--- src/rtl/seg_scan_pkg.sv ---
// Shared types and constants for the seven-segment scan controller.
package seg_scan_pkg;

    typedef enum logic [1:0] {
        ST_LOAD = 2'd0,
        ST_WAIT = 2'd1,
        ST_CAPT = 2'd2,
        ST_SHOW = 2'd3
    } scan_state_e;

    localparam logic [3:0] AN_OFF  = 4'b1111;
    localparam logic [7:0] SEG_OFF = 8'hFF;

    // Bits needed to hold a counter running 0..n-1 (at least one bit).
    function automatic int unsigned cnt_w(input int unsigned n);
        int unsigned w = 1;
        while ((64'd1 << w) < 64'(n)) begin
            w = w + 1;
        end
        return w;
    endfunction

endpackage

--- src/rtl/seg_scan_ctrl_pulse_div.sv ---
// Free-running 0..DIV-1 counter with a registered one-cycle terminal-count flag.
module pulse_div
    import seg_scan_pkg::*;
#(
    parameter int unsigned DIV = 4
) (
    input  logic clk_i,
    input  logic rst_i,
    output logic tc_o
);

    localparam int unsigned   CW   = cnt_w(DIV);
    localparam logic [CW-1:0] LAST = CW'(DIV - 1);

    logic [CW-1:0] cnt_q;
    logic [CW-1:0] cnt_d;
    logic          tc_q;

    always_comb begin
        cnt_d = (cnt_q == LAST) ? '0 : cnt_q + CW'(1);
    end

    // tc_q is high exactly while cnt_q sits at the terminal count
    always_ff @(posedge clk_i) begin
        if (rst_i) begin
            cnt_q <= '0;
            tc_q  <= (DIV == 1);
        end else begin
            cnt_q <= cnt_d;
            tc_q  <= (cnt_d == LAST);
        end
    end

    assign tc_o = tc_q;

endmodule

--- src/rtl/seg_scan_ctrl.sv ---
// Four-digit seven-segment scan: feeds the registered coder one digit per slot,
// blanks three cycles at slot start and blinks masked digits in adjust mode.
module seg_scan_ctrl
    import seg_scan_pkg::*;
#(
    parameter int unsigned REFRESH_DIV = 50000,
    parameter int unsigned BLINK_DIV   = 25000000
) (
    input  logic        fclk,
    input  logic        rst,
    input  logic [15:0] digits,
    input  logic        adj,
    input  logic [3:0]  blink_mask,
    output logic [3:0]  number,
    input  logic [7:0]  code,
    output logic [7:0]  seg,
    output logic [3:0]  an,
    output logic [1:0]  scan_idx
);

    scan_state_e state_q;
    logic [1:0]  scan_idx_q;
    logic [3:0]  number_q;
    logic [3:0]  an_q;
    logic [7:0]  seg_q;
    logic        blink_ph_q;
    logic        slot_tc;
    logic        blink_tc;
    logic        blank;

    pulse_div #(.DIV(REFRESH_DIV)) u_slot_div (
        .clk_i (fclk),
        .rst_i (rst),
        .tc_o  (slot_tc)
    );

    pulse_div #(.DIV(BLINK_DIV)) u_blink_div (
        .clk_i (fclk),
        .rst_i (rst),
        .tc_o  (blink_tc)
    );

    assign blank = adj & blink_mask[scan_idx_q] & blink_ph_q;

    always_ff @(posedge fclk) begin
        if (rst) begin
            blink_ph_q <= 1'b0;
        end else if (blink_tc) begin
            blink_ph_q <= ~blink_ph_q;
        end
    end

    // Anode is only enabled once the coder output for this slot's digit is valid
    always_ff @(posedge fclk) begin
        if (rst) begin
            state_q    <= ST_LOAD;
            scan_idx_q <= 2'd0;
            number_q   <= 4'd0;
            seg_q      <= SEG_OFF;
            an_q       <= AN_OFF;
        end else begin
            if (slot_tc) begin
                scan_idx_q <= scan_idx_q + 2'd1;
            end
            case (state_q)
                ST_LOAD: begin
                    number_q <= digits[{scan_idx_q, 2'b00} +: 4];
                    state_q  <= ST_WAIT;
                end
                ST_WAIT: begin
                    state_q <= ST_CAPT;
                end
                ST_CAPT: begin
                    if (!blank) begin
                        seg_q <= code;
                        an_q  <= ~(4'b0001 << scan_idx_q);
                    end
                    state_q <= ST_SHOW;
                end
                ST_SHOW: begin
                    if (slot_tc) begin
                        seg_q   <= SEG_OFF;
                        an_q    <= AN_OFF;
                        state_q <= ST_LOAD;
                    end
                end
                default: begin
                    state_q <= ST_LOAD;
                end
            endcase
        end
    end

    assign number   = number_q;
    assign seg      = seg_q;
    assign an       = an_q;
    assign scan_idx = scan_idx_q;

endmodule

--- config.mk ---
export PLATFORM = sky130hd
export DESIGN_NAME = seg_scan_ctrl
export DESIGN_NICKNAME = d
export VERILOG_FILES = /design/src/rtl/seg_scan_pkg.sv /design/src/rtl/seg_scan_ctrl_pulse_div.sv /design/src/rtl/seg_scan_ctrl.sv
export SDC_FILE = /design/constraint.sdc
export NUM_CORES = 1
export LEC_CHECK = 0
export CORE_ASPECT_RATIO = 0.75
export CORE_MARGIN = 2
export CORE_UTILIZATION = 60
export CTS_BUF_LIST = sky130_fd_sc_hd__clkbuf_4 sky130_fd_sc_hd__clkbuf_8
export DETAILED_ROUTE_END_ITERATION = 8
export PLACE_DENSITY = 0.87
export SLEW_MARGIN = 25
export SYNTH_ARGS = -nofsm -noshare
export SYNTH_HDL_FRONTEND = slang
export SYNTH_HIERARCHICAL = 1
export SYNTH_SLANG_ARGS = --single-unit
--- constraint.sdc ---
create_clock -name fclk -period 6.8 [get_ports fclk]
set_input_delay 1.36 -clock fclk [delete_from_list [all_inputs] [get_ports fclk]]
set_output_delay 1.36 -clock fclk [all_outputs]
set_load 0.02 [all_outputs]
; Yosys cells after proc, flatten, opt, wreduce, memory -nomap -nowiden
; Cells that the tools add are included.
[totals]
latchBits = 0
output_inout_bits = 18
ram_bits = 0
reg_bits = 64
rom_bits = 0
wordCells = 44
memories = 0
[op_classes]
div_mod_pow = 0
n_addsub = 3
eq_ne = 9
n_bitwise = 4
muxes = 12
shift = 2
n_mul = 0
reduce_logical = 3
order_cmp = 1
[ops]
columns = operator, count
row1 = $eq 25x25->1 const B, 2
row2 = $eq 16x16->1 const B, 2
row3 = $add 25x1->25 const B, 1
row4 = $mux 25, 1
row5 = $add 16x1->16 const B, 1
row6 = $mux 16, 1
row7 = $mux 8, 2
row8 = $pmux 8 s2, 1
row9 = $shiftx 16x5->4, 1
row10 = $mux 4, 2
row11 = $pmux 2 s4, 1
row12 = $pmux 4 s2, 1
row13 = $eq 2x2->1 const B, 2
row14 = $not 4->4, 1
row15 = $shl 1x2->4 const A, 1
row16 = $lt 2x3->1 const B, 1
row17 = $reduce_and 3->1, 1
row18 = $add 2x1->2 const B, 1
row19 = $and 1x1->1, 2
row20 = $bmux 1 s2, 1
row21 = $eq 2x1->1 const B, 1
row22 = $logic_not 2->1, 1
row23 = $mux 2, 1
row24 = $ne 2x1->1 const B, 1
row25 = other kinds (4), 4

; Depth between registers and ports, before layout
[depth]
depth_word = 6
ltp_mapped = 8
ltp_nobuf = 7

; Cells and area by module
; Netlist, hierarchy kept.
[modules_own_cells]
columns = mod, area_per_inst_um2, seq_area_each_um2, n_inst, cells_per_inst
row1 = pulse_div (u_blink_div), 1385.1, 520.5, 1, 167
row2 = seg_scan_ctrl, 1106.1, 420.4, 1, 104
row3 = pulse_div (u_slot_div), 848.3, 340.3, 1, 101

; Worst setup path after synthesis
; Ideal clock, no wire load.
[synth_timing]
kind = input-to-reg
startpoint = input port blink_mask[3]
endpoint = register an_q[2], in the netlist an[2]
path_stages = 4
t_arrival_ns = 2.467
n_path_buf = 1
setup_slack_ns = 4.261
setup_ns = 0.072
required_time_ns = 6.728
path_cell_list = mux4_2 a41oi_4 buf_8 mux2i_1
[synth_via]
elab_chain_cells = 6
[synth_rtl]
columns = element, line
row1 = from (decl), seg_scan_ctrl.sv:13  ; input logic [3:0] blink_mask,
row2 = $bmux 1 s2, seg_scan_ctrl.sv:43  ; assign blank = adj & blink_mask[scan_idx_q] & blink_ph_q;
row3 = $mux 1 (not written as such), seg_scan_ctrl.sv:43
row4 = $and 1x1->1 (2 in a row), seg_scan_ctrl.sv:43
row5 = $ne 2x2->1 (no source line), -
row6 = $reduce_and 3->1 (no source line), -
row7 = to (signal assigned), seg_scan_ctrl.sv:76  ; an_q <= ~(4'b0001 << scan_idx_q);
row8 = to (decl), seg_scan_ctrl.sv:24  ; logic [3:0] an_q;
; No other way between the ends. The select of a mux whose other input is x is not followed.
; A chain may end at the register's enable or synchronous reset.

; Worst setup path after layout
[layout_timing]
startpoint = register scan_idx_q[0], in the netlist scan_idx[0]
endpoint = output port scan_idx[0]
[layout_rtl]
columns = element, line
row1 = from (decl), seg_scan_ctrl.sv:22  ; logic [1:0] scan_idx_q;
row2 = from (signal assigned), seg_scan_ctrl.sv:63  ; scan_idx_q <= scan_idx_q + 2'd1;
row3 = to (decl), seg_scan_ctrl.sv:18  ; output logic [1:0] scan_idx
; No word-level cell between the ends.

==> results_tabular.tex <==
\begin{tabular}{lr}
\hline
Metric & Value \\
\hline
\multicolumn{2}{l}{\textbf{Drt}} \\
\quad Routed length on met3 & 624 µm \\
\quad Number of DRC markers after the initial detailed-route iteration & 199 \\
\quad Number of routed nets with antenna violations & 0 \\
\quad TritonRoute pass-1 iters & 5 \\
\quad Via count of the routed design & 2864 \\
\quad Number of design rule violations left after detail routing & 0 \\
\quad Vias per std cell & 5.82 \\
\quad Wire length on met2 & 3560 µm \\
\quad Met1 routed wirelength after detailed routing & 3320 µm \\
\quad Top routing layer in use & met4 \\
\quad Post-Route WL & 7680 µm \\
\quad Drt wl/cell & 15.6 µm \\
\multicolumn{2}{l}{\textbf{Synthesis}} \\
\quad Top cells by area, synth & sky130\_fd\_sc\_hd\_\_dfxtp\_1 38\%, sky130\_fd\_sc\_hd\_\_nor2\_1 8.0\%, sky130\_fd\_sc\_hd\_\_xnor2\_1 6.8\%, sky130\_fd\_sc\_hd\_\_mux2i\_1 5.7\%, sky130\_fd\_sc\_hd\_\_ha\_1 3.4\% \\
\quad Register area share after synthesis & 0.384 \\
\quad Mapped Cells & 372 \\
\quad Mux cell area share after synthesis & 0.0952 \\
\quad Top FF cell, synth & sky130\_fd\_sc\_hd\_\_dfxtp\_1 \\
\quad Largest area contributor in the synthesized netlist & sky130\_fd\_sc\_hd\_\_dfxtp\_1 \\
\quad Syn Nets & 412 \\
\quad Synth Area in Adders & 0.0337 \\
\quad Syn\_area\_per\_cell & 8.98 µm² \\
\quad Area share of and/or/nand/nor cells after synthesis & 0.284 \\
\quad Yosys warning total & 6 \\
\quad Flip-flop and latch count after synthesis & 64 \\
\quad Dominant combinational cell family by area after synthesis & simple AND/OR/NAND/NOR gates \\
\quad Synthesized-area fraction occupied by ao, oa, aoi and oai cells & 0.0577 \\
\quad Share of the synthesized area in the top cell type & 0.384 \\
\quad Most repeated cell in the gate-level netlist after synthesis & sky130\_fd\_sc\_hd\_\_nor2\_1 \\
\quad Number of synthesized flops with an enable pin & 0 \\
\quad Fraction of synthesized cell area in xor and xnor cells & 0.0970 \\
\quad Unique cell type count in the Yosys netlist & 56 \\
\quad Most common library cells after synthesis & 71 x sky130\_fd\_sc\_hd\_\_nor2\_1, 64 x sky130\_fd\_sc\_hd\_\_dfxtp\_1, 26 x sky130\_fd\_sc\_hd\_\_xnor2\_1 \\
\quad Fraction of registers with async set or reset after synthesis & 0 \\
\quad Total standard cell area after synthesis & 3340 µm² \\
\multicolumn{2}{l}{\textbf{STA}} \\
\quad Actual transition at the worst max-transition pin & 0.622 ns \\
\quad Final cycle utilization of the critical path & 0.447 \\
\quad F\_max & 329 MHz \\
\quad Number of pins exceeding their max-slew limit in the final report & 0 \\
\quad Hold Vio Cnt, Final & 0 \\
\quad Clk\_skew & 0.00662 ns \\
\quad WHS & 0.470 ns \\
\quad Time the worst path needs with I/O delays and setup & 3.04 ns \\
\quad Final setup violating endpoints & 0 \\
\quad Setup TNS Final & 0 ns \\
\quad Max transition margin & 0.584 \\
\quad Setup repair after global routing missed its margin & no \\
\multicolumn{2}{l}{\textbf{Floorplan}} \\
\quad Standard-cell row count & 23 \\
\quad Starting Density & 0.624 \\
\quad Vertical die dimension & 68.6 µm \\
\quad Die area & 6180 µm² \\
\quad Floorplan die width & 90.1 µm \\
\quad Number of top-level design ports & 49 \\
\quad Core area & 5350 µm² \\
\multicolumn{2}{l}{\textbf{Placement}} \\
\quad Port Buf Inserts & 48 \\
\quad Sum of net half-perimeters after detailed placement & 5190 µm \\
\quad Gp weighted congestion & 0.916 \\
\multicolumn{2}{l}{\textbf{Global route}} \\
\quad Number of global-route vias before repair & 2741 \\
\quad GRT Util Overall & 0.260 \\
\quad Pin count of the biggest net entering global routing & 42 \\
\quad Wire length of the first global-routing pass & 12600 µm \\
\quad Congestion Overflow GR & 0 \\
\quad Initial antenna violation count & 0 \\
\multicolumn{2}{l}{\textbf{Clocking}} \\
\quad TritonCTS clock tree & done \\
\quad Total of hold buffers inserted after clock tree synthesis & 0 \\
\quad Total clock buffers created by CTS & 9 \\
\quad Number of buffers inserted by post-CTS setup repair & 0 \\
\quad Max Buffers Root-to-Sink & 2 \\
\quad CTS root buffer & sky130\_fd\_sc\_hd\_\_clkbuf\_8 \\
\quad Cells resized by post-CTS repair & 0 \\
\quad Clock-pin slew on the worst setup and hold paths & 0.07 ns \\
\quad CTS H-tree lvls & 3 \\
\quad Clk\_lat worst skew & 0.34 ns \\
\quad \# clock sinks & 64 \\
\multicolumn{2}{l}{\textbf{Finish}} \\
\quad Area added between synthesis and finish & 20.5\% \\
\quad Share of the core filled with cells in the final layout & 0.752 \\
\quad Final net count & 452 \\
\quad Diodes inserted & 0 \\
\quad Layout cells sized above 1 & 0.0719 \\
\multicolumn{2}{l}{\textbf{Critical path}} \\
\quad Critical path endpoint category & output pin \\
\quad Crit path largest cell delay & 0.70 ns \\
\quad Reg2Reg Capture Point & u\_blink\_div/tc\_o \\
\quad Number of cells on the worst reg-to-reg path & 7 \\
\quad Worst reg2reg startpoint & u\_blink\_div/cnt\_q[0] \\
\quad Crit Path Class & register to output pin \\
\quad Critical-path maximum fanout & 10 \\
\quad R2R Setup Slk & 4.08 ns \\
\quad Kind of start point of the critical path & register \\
\quad Critical-path top delay cell & sky130\_fd\_sc\_hd\_\_clkdlybuf4s50\_1 \\
\quad Buffering stage count on the worst path with inverters included & 1 \\
\quad Required time at the endpoint of the critical path & 5.44 ns \\
\quad Arrival time worst endpoint & 1.68 ns \\
\quad Critical Path, Cell by Cell & clkdlybuf4s50\_1 \\
\quad Cell family with most CP delay & buffers and inverters \\
\multicolumn{2}{l}{\textbf{Flow run}} \\
\quad Max-cap check violation count & 0 \\
\multicolumn{2}{l}{\textbf{Worst hold path}} \\
\quad Class of the worst hold path & register to register \\
\quad Worst Hold Endpoint & u\_blink\_div/cnt\_q[0] \\
\quad Beginning of the worst hold path & u\_blink\_div/cnt\_q[0] \\
\quad Hold Path Cell Cnt & 1 \\
\multicolumn{2}{l}{\textbf{Power}} \\
\quad Power Dens Cells & 244 nW/µm² \\
\quad Leakage power & 1.36 nW \\
\quad Worst-case vdd ir drop & 0.183 mV \\
\multicolumn{2}{l}{\textbf{Run status}} \\
\quad Run status & finished, final reports clean \\
\hline
\end{tabular}
[layer usage]
layer | track usage | up-vias
met5 | 0 | -
met4 | 0.119 | 0
met3 | 0.0804 | 20
met2 | 0.444 | 120
met1 | 0.311 | 1344
li1 | - | 1380
[kinds of logic (layout without fill, tap and decap cells)]
logic type	Yosys count	in the layout
xor+xnor	37	37
simple gates	179	179
buf+inv	32	77
compound gates	27	27
flops	64	64
fa+ha+maj	9	9
mux	24	24
[cell usage in the layout, fill, tap and decap left out, drive strengths merged, types with 4 or more instances in the layout]
cell type	netlist	routed
nor2	71	71
dfxtp	64	64
clkdlybuf4s50	0	48
xnor2	26	26
nand2	22	22
nor3	21	21
mux2i	19	19
nand3	14	14
inv	11	12
xor2	11	11
a21oi	10	10
ha	9	9
clkbuf	14	9
nand4	9	9
nor4	8	8
nor3b	5	5
or3	5	5
mux4	5	5
and4	4	4
o21ai	4	4
nand2b	4	4
[through the flow]
step                power, mW  setup WS [ns]  instance area (µm²)  cells
floorplan               0.561           4.26                 3340    372
global placement        0.619           3.68                 3810    476
detailed placement      0.630           3.60                 3810    476
CTS                     0.987           3.75                 4030    492
global route             1.02           3.70                 4030    492
finish                  0.981           3.76                 4030    492
[flip-flops by register name, summed over array words and instances (netlist names)]
name and flops:
u_blink_div/cnt_q 25, u_slot_div/cnt_q 16, seg 8, an 4, number 4, scan_idx 2, state_q 2, blink_ph_q 1
u_blink_div/tc_o 1, u_slot_div/tc_o 1
[where the power goes]
group / total (mW) / internal [mW] / switching (mW) / leakage (nW)
clock: 0.358 / 0.207 / 0.151 / 0.110
sequential: 0.423 / 0.402 / 0.0203 / 0.519
combinational: 0.201 / 0.0999 / 0.101 / 0.728
[area by class of cell]
type / count / area (µm²)
Sequential cell: 64 / 1280
Fill cell: 367 / 1330
Tap cell: 75 / 93.8
Timing Repair Buffer: 50 / 495
Clock buffer: 9 / 124
Multi-Input combinational cell: 276 / 1890
Clock inverter: 7 / 95.1
Inverter: 11 / 41.3
[how the worst max path moves through the flow]
stage | from | cells past startpoint | slack (ns) | to
after floorplan | blink_mask[3] | 4 | 4.26 | an[2]
after detailed placement | blink_mask[2] | 4 | 3.60 | seg[2]
after global placement | blink_mask[3] | 4 | 3.68 | seg[6]
after CTS | scan_idx[0] | 1 | 3.75 | scan_idx[0]
final | scan_idx[0] | 1 | 3.76 | scan_idx[0]
after global routing | scan_idx[0] | 1 | 3.70 | scan_idx[0]
No activity file was read; power rests on OpenSTA's default activity.
